==> src/rtl/clk_pattern_pkg.sv <==
// rtl/clk_pattern_pkg.sv - shared types, defaults and config check for clk_pattern_gen
package clk_pattern_pkg;

    localparam int CFG_W        = 16;
    localparam int DEF_PERIOD_C = 10;
    localparam int DEF_HIGH_C   = 5;
    localparam int DEF_PHASE_C  = 5;

    typedef enum logic [1:0] {
        IDLE = 2'd0,
        RUN  = 2'd1,
        STOP = 2'd2
    } state_t;

    typedef struct packed {
        logic [CFG_W-1:0] period;
        logic [CFG_W-1:0] high;
        logic [CFG_W-1:0] phase;
    } cfg_t;

    // high <= period-1 and phase <= period-1 written as strict compares to avoid underflow
    function automatic logic cfg_valid(input cfg_t c);
        return (c.period >= CFG_W'(2)) && (c.high >= CFG_W'(1)) &&
               (c.high < c.period) && (c.phase < c.period);
    endfunction

endpackage

==> src/rtl/clk_pattern_gen_period_counter.sv <==
// rtl/clk_pattern_gen_period_counter.sv - free-running period counter with wrap detect and period tick
module period_counter #(
    parameter int CNT_W = 8
) (
    input  logic             clk,
    input  logic             rst,
    input  logic             run,
    input  logic [CNT_W-1:0] period,
    output logic [CNT_W-1:0] cnt,
    output logic             wrap,
    output logic             period_tick
);

    logic [CNT_W-1:0] cnt_q, cnt_d;
    logic             tick_q, tick_d;

    always_comb begin
        wrap   = run && (cnt_q == period - CNT_W'(1));
        cnt_d  = (run && !wrap) ? cnt_q + CNT_W'(1) : '0;
        tick_d = run && (cnt_q == '0);
    end

    always_ff @(posedge clk) begin
        if (rst) begin
            cnt_q  <= '0;
            tick_q <= 1'b0;
        end else begin
            cnt_q  <= cnt_d;
            tick_q <= tick_d;
        end
    end

    assign cnt         = cnt_q;
    assign period_tick = tick_q;

endmodule

==> src/rtl/clk_pattern_gen.sv <==
// rtl/clk_pattern_gen.sv - programmable clk_a / phase-delayed clk_b generator with shadowed config
module clk_pattern_gen
    import clk_pattern_pkg::*;
#(
    parameter int CNT_W      = 8,
    parameter int DEF_PERIOD = DEF_PERIOD_C,
    parameter int DEF_HIGH   = DEF_HIGH_C,
    parameter int DEF_PHASE  = DEF_PHASE_C
) (
    input  logic             clk,
    input  logic             rst,
    input  logic             en,
    input  logic             cfg_load,
    input  logic [CNT_W-1:0] cfg_period,
    input  logic [CNT_W-1:0] cfg_high,
    input  logic [CNT_W-1:0] cfg_phase,
    output logic             clk_a,
    output logic             clk_b,
    output logic             period_tick,
    output logic             cfg_err,
    output logic             busy
);

    state_t           state_q, state_d;
    logic [CNT_W-1:0] act_period_q, act_period_d, act_high_q, act_high_d, act_phase_q, act_phase_d;
    logic [CNT_W-1:0] pend_period_q, pend_period_d, pend_high_q, pend_high_d, pend_phase_q, pend_phase_d;
    logic             pend_valid_q, pend_valid_d;
    logic             cfg_err_q, cfg_err_d;
    logic             b_armed_q, b_armed_d;
    logic             clk_a_q, clk_a_d, clk_b_q, clk_b_d;
    logic             busy_q, busy_d;

    logic [CNT_W-1:0] cnt;
    logic             wrap;
    logic             run;
    logic [CNT_W:0]   cnt_b_sum, cnt_b;
    logic             arm_now;
    cfg_t             req;

    assign run = (state_q != IDLE);

    period_counter #(.CNT_W(CNT_W)) u_period_counter (
        .clk         (clk),
        .rst         (rst),
        .run         (run),
        .period      (act_period_q),
        .cnt         (cnt),
        .wrap        (wrap),
        .period_tick (period_tick)
    );

    always_comb begin
        req.period = CFG_W'(cfg_period);
        req.high   = CFG_W'(cfg_high);
        req.phase  = CFG_W'(cfg_phase);

        act_period_d  = act_period_q;
        act_high_d    = act_high_q;
        act_phase_d   = act_phase_q;
        pend_period_d = pend_period_q;
        pend_high_d   = pend_high_q;
        pend_phase_d  = pend_phase_q;
        pend_valid_d  = pend_valid_q;
        cfg_err_d     = cfg_err_q;

        // Pending config only lands between periods so a period is never mixed
        if (pend_valid_q && (!run || wrap)) begin
            act_period_d = pend_period_q;
            act_high_d   = pend_high_q;
            act_phase_d  = pend_phase_q;
            pend_valid_d = 1'b0;
        end

        if (cfg_load) begin
            if (cfg_valid(req)) begin
                pend_period_d = cfg_period;
                pend_high_d   = cfg_high;
                pend_phase_d  = cfg_phase;
                pend_valid_d  = 1'b1;
                cfg_err_d     = 1'b0;
            end else begin
                cfg_err_d     = 1'b1;
            end
        end

        state_d = state_q;
        case (state_q)
            IDLE:    if (en) state_d = RUN;
            RUN:     if (!en) state_d = wrap ? IDLE : STOP;
            STOP:    if (en) state_d = RUN;
                     else if (wrap) state_d = IDLE;
            default: state_d = IDLE;
        endcase

        cnt_b_sum = {1'b0, cnt} + {1'b0, act_period_q} - {1'b0, act_phase_q};
        cnt_b     = (cnt_b_sum >= {1'b0, act_period_q}) ? cnt_b_sum - {1'b0, act_period_q} : cnt_b_sum;
        arm_now   = b_armed_q | (cnt == act_phase_q);

        clk_a_d   = 1'b0;
        clk_b_d   = 1'b0;
        b_armed_d = 1'b0;
        if (run && (state_d != IDLE)) begin
            clk_a_d   = (cnt < act_high_q);
            clk_b_d   = arm_now && (cnt_b < {1'b0, act_high_q});
            b_armed_d = arm_now;
        end

        busy_d = (state_d != IDLE);
    end

    always_ff @(posedge clk) begin
        if (rst) begin
            state_q       <= IDLE;
            act_period_q  <= CNT_W'(DEF_PERIOD);
            act_high_q    <= CNT_W'(DEF_HIGH);
            act_phase_q   <= CNT_W'(DEF_PHASE);
            pend_period_q <= '0;
            pend_high_q   <= '0;
            pend_phase_q  <= '0;
            pend_valid_q  <= 1'b0;
            cfg_err_q     <= 1'b0;
            b_armed_q     <= 1'b0;
            clk_a_q       <= 1'b0;
            clk_b_q       <= 1'b0;
            busy_q        <= 1'b0;
        end else begin
            state_q       <= state_d;
            act_period_q  <= act_period_d;
            act_high_q    <= act_high_d;
            act_phase_q   <= act_phase_d;
            pend_period_q <= pend_period_d;
            pend_high_q   <= pend_high_d;
            pend_phase_q  <= pend_phase_d;
            pend_valid_q  <= pend_valid_d;
            cfg_err_q     <= cfg_err_d;
            b_armed_q     <= b_armed_d;
            clk_a_q       <= clk_a_d;
            clk_b_q       <= clk_b_d;
            busy_q        <= busy_d;
        end
    end

    assign clk_a   = clk_a_q;
    assign clk_b   = clk_b_q;
    assign cfg_err = cfg_err_q;
    assign busy    = busy_q;

endmodule

==> config.mk <==
export PLATFORM = sky130hd
export DESIGN_NAME = clk_pattern_gen
export DESIGN_NICKNAME = d
export VERILOG_FILES = /design/src/rtl/clk_pattern_pkg.sv /design/src/rtl/clk_pattern_gen_period_counter.sv /design/src/rtl/clk_pattern_gen.sv
export SDC_FILE = /design/constraint.sdc
export NUM_CORES = 1
export LEC_CHECK = 0
export CAP_MARGIN = 25
export CORE_MARGIN = 3
export CORE_UTILIZATION = 42
export DETAILED_ROUTE_END_ITERATION = 10
export SYNTH_ARGS = -nofsm -noshare
export SYNTH_HDL_FRONTEND = slang
export SYNTH_SLANG_ARGS = --single-unit
export TNS_END_PERCENT = 50
==> constraint.sdc <==
create_clock -name clk -period 13.4 [get_ports clk]
set_input_delay 3.35 -clock clk [delete_from_list [all_inputs] [get_ports clk]]
set_output_delay 3.35 -clock clk [all_outputs]
set_load 0.02 [all_outputs]
==> results of run 1 <==
logic make-up (layout without fill, tap and decap cells):
family,Yosys count,in the layout
compound gates,73,73
xor+xnor,35,35
fa+ha+maj,56,56
buf+inv,66,98
flops,65,65
mux,45,45
simple gates,147,147
registers in the layout, indices dropped and copies added (netlist names):
signal / flops
act_phase_q: 8
pend_valid_q: 1
state_q: 2
pend_phase_q: 8
act_high_q: 8
pend_period_q: 8
cfg_err: 1
busy: 1
b_armed_q: 1
clk_b: 1
pend_high_q: 8
u_period_counter.cnt: 8
act_period_q: 8
clk_a: 1
u_period_counter.period_tick: 1
stage by stage:
stage,setup slack [ns],hold WS (ns),cells
floorplan,8.19,0.443,487
global placement,7.73,0.471,637
detailed placement,7.69,0.477,637
CTS,7.72,0.494,652
global route,7.29,0.520,652
finish,7.73,0.493,652
layout make-up:
cell class / count / area, um2 / area share
Clock buffer: 9 / 124 / 0.0249
Tap cell: 133 / 166 / 0.0334
Inverter: 49 / 184 / 0.0370
Clock inverter: 6 / 92.6 / 0.0186
Timing Repair Buffer: 34 / 330 / 0.0664
Multi-Input combinational cell: 356 / 2780 / 0.558
Sequential cell: 65 / 1300 / 0.261
worst paths after layout:
kind	startpoint	to	slack [ns]	cells past startpoint
setup / recovery	act_period_q[1]$_SDFFE_PP1P_	clk_b$_SDFF_PP0_	7.73	20
hold / removal	u_period_counter.cnt[0]$_SDFF_PP0_	u_period_counter.cnt[0]$_SDFF_PP0_	0.49	1
setup reg to reg	act_period_q[1]$_SDFFE_PP1P_	clk_b$_SDFF_PP0_	7.73	20
hold reg to reg	u_period_counter.cnt[0]$_SDFF_PP0_	u_period_counter.cnt[0]$_SDFF_PP0_	0.49	1
metal layers:
layer	vias to the layer above	track usage	wire, um
met4	0	0.0568	177
met1	1604	0.237	4870
li1	1745	-	-
met2	65	0.321	4870
met3	13	0.0360	409
met5	-	0	0
cell usage in the layout (no fill, tap or decap), drive strengths merged, types with 7 or more instances in the layout:
master / instances
nor2: 71
dfxtp: 65
inv: 50
ha: 47
mux2i: 44
clkdlybuf4s50: 31
xnor2: 25
nand2: 16
a21oi: 13
o21ai: 12
a21o: 11
xor2: 10
nand3: 9
fa: 9
clkbuf: 9
nor3: 8
nand2b: 7
cell usage after synthesis, types with 2 or more instances:
library cell,instances,share of area
nor4_1,5,0.0072
o211ai_1,5,0.0086
xnor2_1,25,0.050
nor2b_1,5,0.0072
o21bai_1,3,0.0052
inv_1,49,0.042
nor3_1,8,0.0092
nand3_1,9,0.010
a21o_1,11,0.019
ha_1,47,0.14
a211o_1,2,0.0040
and4_1,5,0.010
clkbuf_1,9,0.0078
and3_1,4,0.0058
fa_1,9,0.041
nand2_1,16,0.014
o21a_1,4,0.0069
buf_6,2,0.0052
or2_1,2,0.0029
nand2b_1,7,0.010
nor2_1,71,0.061
mux2i_1,44,0.10
xor2_1,10,0.020
dfxtp_1,65,0.30
o21ai_0,12,0.014
o31a_1,4,0.0081
o31ai_1,2,0.0035
buf_2,6,0.0069
a211oi_1,4,0.0069
o211a_1,2,0.0046
a21oi_1,13,0.015
nand4_1,6,0.0086
nor3b_1,2,0.0035
where the power goes:
group | internal [mW] | leakage, nW | switching [mW]
clock | 0.105 | 0.102 | 0.0807
combinational | 0.0806 | 1.60 | 0.0893
sequential | 0.201 | 0.528 | 0.00575
==> results_dict.tcl, run 1 <==
set metrics [dict create \
    placementRows 36 \
    grt_pass1_vias 3451 \
    fin_crit_sh 0.423 \
    place_area_um2 4760 \
    cap_violations 0 \
    drt.antenna.violating_nets 0 \
    clkTransAtPathRegs_ns 0.08 \
    grt_max_degree 53 \
    viasPerCell 5.26 \
    synth_top_family_by_area "adder cells" \
    ioPinCount 33 \
    cts_resized 0 \
    power.density_nw_per_um2 113 \
    synthFlopType "dfxtp_1" \
    synth_compound_area_frac 0.122 \
    syn_nets 571 \
    postSynth.asyncResetShare 0 \
    vias 3427 \
    cp_data_arrival_time_ns 5.97 \
    required_ns 13.69 \
    cts_made_buffers 9 \
    drive_gt1_frac 0.0482 \
    fin_setup_tns_ns 0 \
    synth_edf_count 0 \
    rsz0062_at_grt "false" \
    drcViolationCount 0 \
    crit_path_max_incr_delay_ns 0.62 \
    gr-total-overflow 0 \
    htreeDepth 3 \
    slew_headroom 0.392 \
    num_antenna_cells 0 \
    peakVddDrop_mv 0.0520 \
    first_iter_violations 122 \
    clockRootBuffer "clkbuf_8" \
    final_max_slew_viol_count 0 \
    total_power_uw 562 \
    antenna_found_initial 0 \
    gp_congestion 0.877 \
    crit_type "reg2reg" \
    die_w_um 108 \
    insertion_delay_ns 0.34 \
    tightest_slew_ns 0.913 \
    dieArea_um2 11600 \
    clock-sinks 65 \
    wl_um 10300 \
    ys_seq_area_frac 0.299 \
    startpoint_type "flip-flop" \
    grt_pass1_wl_um 16900 \
    dieHeight_um 108 \
    synth_cells 487 \
    cp_top_family "compound AO/OA/AOI/OAI gates" \
    finalInstanceArea_um2 4980 \
    synthSimpleGateAreaFrac 0.165 \
    finClkSkew_ns 0.0115 \
    fin_util 0.502 \
    nets 599 \
    cp_num_buf_inv 2 \
    cts_hold_buf 0 \
    synth_cell_types 52 \
    hold_viol_final 0 \
    dr.pass1.iters 4 \
    final.min_clock_period_ns 5.67 \
    globalRouteTotalUtil 0.187 \
    setup_viol 0 \
    ys.warnings.count 0 \
    fmax_mhz 176 \
    leakage_nw 2.23 \
    synthXorXnorAreaFrac 0.0705 \
    status "complete, no violations" \
    post_cts_buffers 0 \
    syn_area_um2 4350 \
    min_path_type "reg2reg" \
    crit_chain "inv_1 > fa_1 > inv_1 > ha_1 > a21o_1 > a21oi_1 > o21ai_0 > o41ai_1 > xnor2_1 > ha_1 > and4_1 > a21oi_1 > and3b_1 > mux2_2 > ha_1 > a21oi_1 > nor2b_1 > or4b_2 > a221oi_2 > o211a_1" \
    synthMuxAreaShare 0.104 \
    clk_path_buf_depth 2 \
    slowest_stage "or4b_2" \
    cp-end-kind "flip-flop" \
    ys_ff_latch 65 \
    fillers 973 \
    start_util 0.439 \
    detail_route.wl_per_cell_um 15.8 \
    avgSynthCellArea_um2 8.93 \
    critPathMaxFanout 11 \
    cts_tree "built" \
    core-area_um2 9910 \
    synthAdderAreaFrac 0.177 \
    syn_to_final_growth_pct 14.5 \
    port_buffers 32 \
    hpwl_um 8300 \
]
(Power assumes the default switching activity.)
==> run 2: changes to the inputs <==
Clock period 13.4 ns to 4.58 ns, I/O delays scaled along.
==> run 2 against run 1 <==
- the flow now finishes with violations (negative setup slack)
- sequential share of layout area shrank 2.5 points
- worst setup slack lost 7.9 ns
- combinational power grew to 3.6 times the previous value
- via count grew 4.6%
- design area grew 11%
- largest cell class unchanged
==> results_dict.tcl, run 2 (synthesis results as in run 1) <==
set metrics [dict create \
    p_clk_frac 0.346 \
    fin_setup_tns_ns -0.148 \
    p_switching_uw 536 \
    core-area_um2 9910 \
    syn_to_final_growth_pct 27.3 \
    antenna_found_initial 0 \
    swShare 0.289 \
    cp_data_arrival_time_ns 5.02 \
    cts_tree "built" \
    critPathMaxFanout 5 \
    power.density_nw_per_um2 335 \
    vias 3585 \
    crit_type "reg2reg" \
    power_frac_seq 0.324 \
    start_util 0.439 \
    die_w_um 108 \
    htreeDepth 3 \
    setup_viol 1 \
    final.min_clock_period_ns 4.73 \
    drt.antenna.violating_nets 0 \
    dr.pass1.iters 4 \
    gp_congestion 0.806 \
    fin_crit_sh 1.03 \
    slew_headroom 0.462 \
    drive_gt1_frac 0.172 \
    tightest_slew_ns 0.807 \
    clk_path_buf_depth 2 \
    dieArea_um2 11600 \
    ioPinCount 33 \
    cts_made_buffers 9 \
    rsz0062_at_grt "true" \
    nets 656 \
    p_int_mw 1.32 \
    grt_pass1_wl_um 17700 \
    finalWorstSetupSlack_ns -0.148 \
    final_max_slew_viol_count 0 \
    clockRootBuffer "clkbuf_8" \
    clkTransAtPathRegs_ns 0.08 \
    placementRows 36 \
    grt_max_degree 34 \
    multi_input_area_um2 2850 \
    status "finished with violations" \
    finalInstanceArea_um2 5540 \
    num_antenna_cells 0 \
    first_iter_violations 120 \
    detail_route.wl_per_cell_um 15.2 \
    place_area_um2 5220 \
    final_common_cell "nor2_1" \
    globalRouteTotalUtil 0.196 \
    drcViolationCount 0 \
    hpwl_um 8910 \
    grt_pass1_vias 3705 \
    cap_violations 0 \
    most-common-layout-cells "71 x nor2_1, 63 x dfxtp_1, 59 x buf_4, 46 x inv_1" \
    required_ns 4.87 \
    leakage_nw 2.57 \
    violations "negative setup slack" \
    insertion_delay_ns 0.34 \
    peakVddDrop_mv 0.172 \
    startpoint_type "flip-flop" \
    cp-end-kind "flip-flop" \
    area.sequential_um2 1310 \
    fmax_mhz 212 \
    hold_viol_final 0 \
    clock-sinks 65 \
    finClkSkew_ns 0.00861 \
    dieHeight_um 108 \
    gr-total-overflow 0 \
    fillers 961 \
    wl_um 10800 \
    port_buffers 32 \
    p_comb_frac 0.330 \
    viasPerCell 5.05 \
    min_path_type "reg2reg" \
]
## run 2: critical path: stages (launching register included)
cell and delay, ns:
dfxtp_2 0.34, inv_2 0.04, fa_1 0.48, buf_4 0.16
fa_2 0.57, inv_1 0.04, ha_1 0.27, nor2b_1 0.14
o31a_1 0.25, o31a_1 0.26, o31a_1 0.26, and3b_2 0.29
nand2_1 0.06, o21ai_1 0.09, ha_1 0.27, a21o_1 0.17
a21oi_2 0.11, nor2b_1 0.07, or4b_4 0.47, a221oi_2 0.17
o211a_1 0.15
## run 2: power groups by stage
stage | Combinational (mW) | Sequential (mW) | Clock, mW
6_report | 0.612 | 0.602 | 0.643
4_1_cts | 0.614 | 0.602 | 0.657
3_5_place_dp | 0.595 | 0.615 | 0
3_3_place_gp | 0.582 | 0.614 | 0
5_1_grt | 0.681 | 0.604 | 0.682
2_1_floorplan | 0.408 | 0.615 | 0
## run 2: final timing paths
check / slack (ns) / to / from / cells after the start
worst max register to register: -0.15 / clk_b$_SDFF_PP0_ / act_period_q[1]$_SDFFE_PP1P_ / 20
worst max-delay path: -0.15 / clk_b$_SDFF_PP0_ / act_period_q[1]$_SDFFE_PP1P_ / 20
worst min register to register: 0.49 / act_period_q[3]$_SDFFE_PP1P_ / pend_period_q[3]$_SDFFE_PP0P_ / 2
worst min-delay path: 0.49 / act_period_q[3]$_SDFFE_PP1P_ / pend_period_q[3]$_SDFFE_PP0P_ / 2
## run 2: stage by stage
stage | worst slack, ns | util | instances | power [mW] | hold slack [ns]
after floorplan | -0.223 | - | 487 | 1.02 | 0.443
after global placement | -0.171 | 0.526 | 689 | 1.20 | 0.475
after detailed placement | -0.248 | 0.526 | 689 | 1.21 | 0.482
after CTS | -0.152 | 0.557 | 709 | 1.87 | 0.496
after global routing | -0.367 | 0.559 | 710 | 1.97 | 0.509
final | -0.148 | 0.559 | 710 | 1.86 | 0.491
## run 2: routing by layer
| layer | wire length, um | part of all wire | global-route usage |
|---|---|---|---|
| met4 | 193 | 0.018 | 0.0613 |
| met5 | 0 | 0 | 0 |
| met1 | 4930 | 0.46 | 0.240 |
| met3 | 335 | 0.031 | 0.0318 |
| met2 | 5300 | 0.49 | 0.349 |
## run 2: area by class of cell
type,count,share of cell area
clock buffer,11,0.0294
multi-input combinational,356,0.514
tap,133,0.0301
clock inverter,5,0.0194
sequential,65,0.236
timing repair buffer,91,0.137
inverter,49,0.0337
## run 2: what timing repair did
item | 4_1_cts | 5_1_grt
setup endpoints to repair | 1 | 1
pin swaps | 10 | 2
buffers inserted | 4 | 1
hold buffers | 0 | 0
resized for setup | 2 | 2
==> run 3: changes to the inputs <==
Settings changed: HOLD_SLACK_MARGIN set to 0.05.
==> results of run 3 <==
Same layout as run 2: the final DEF is identical, and so are final timing and power.
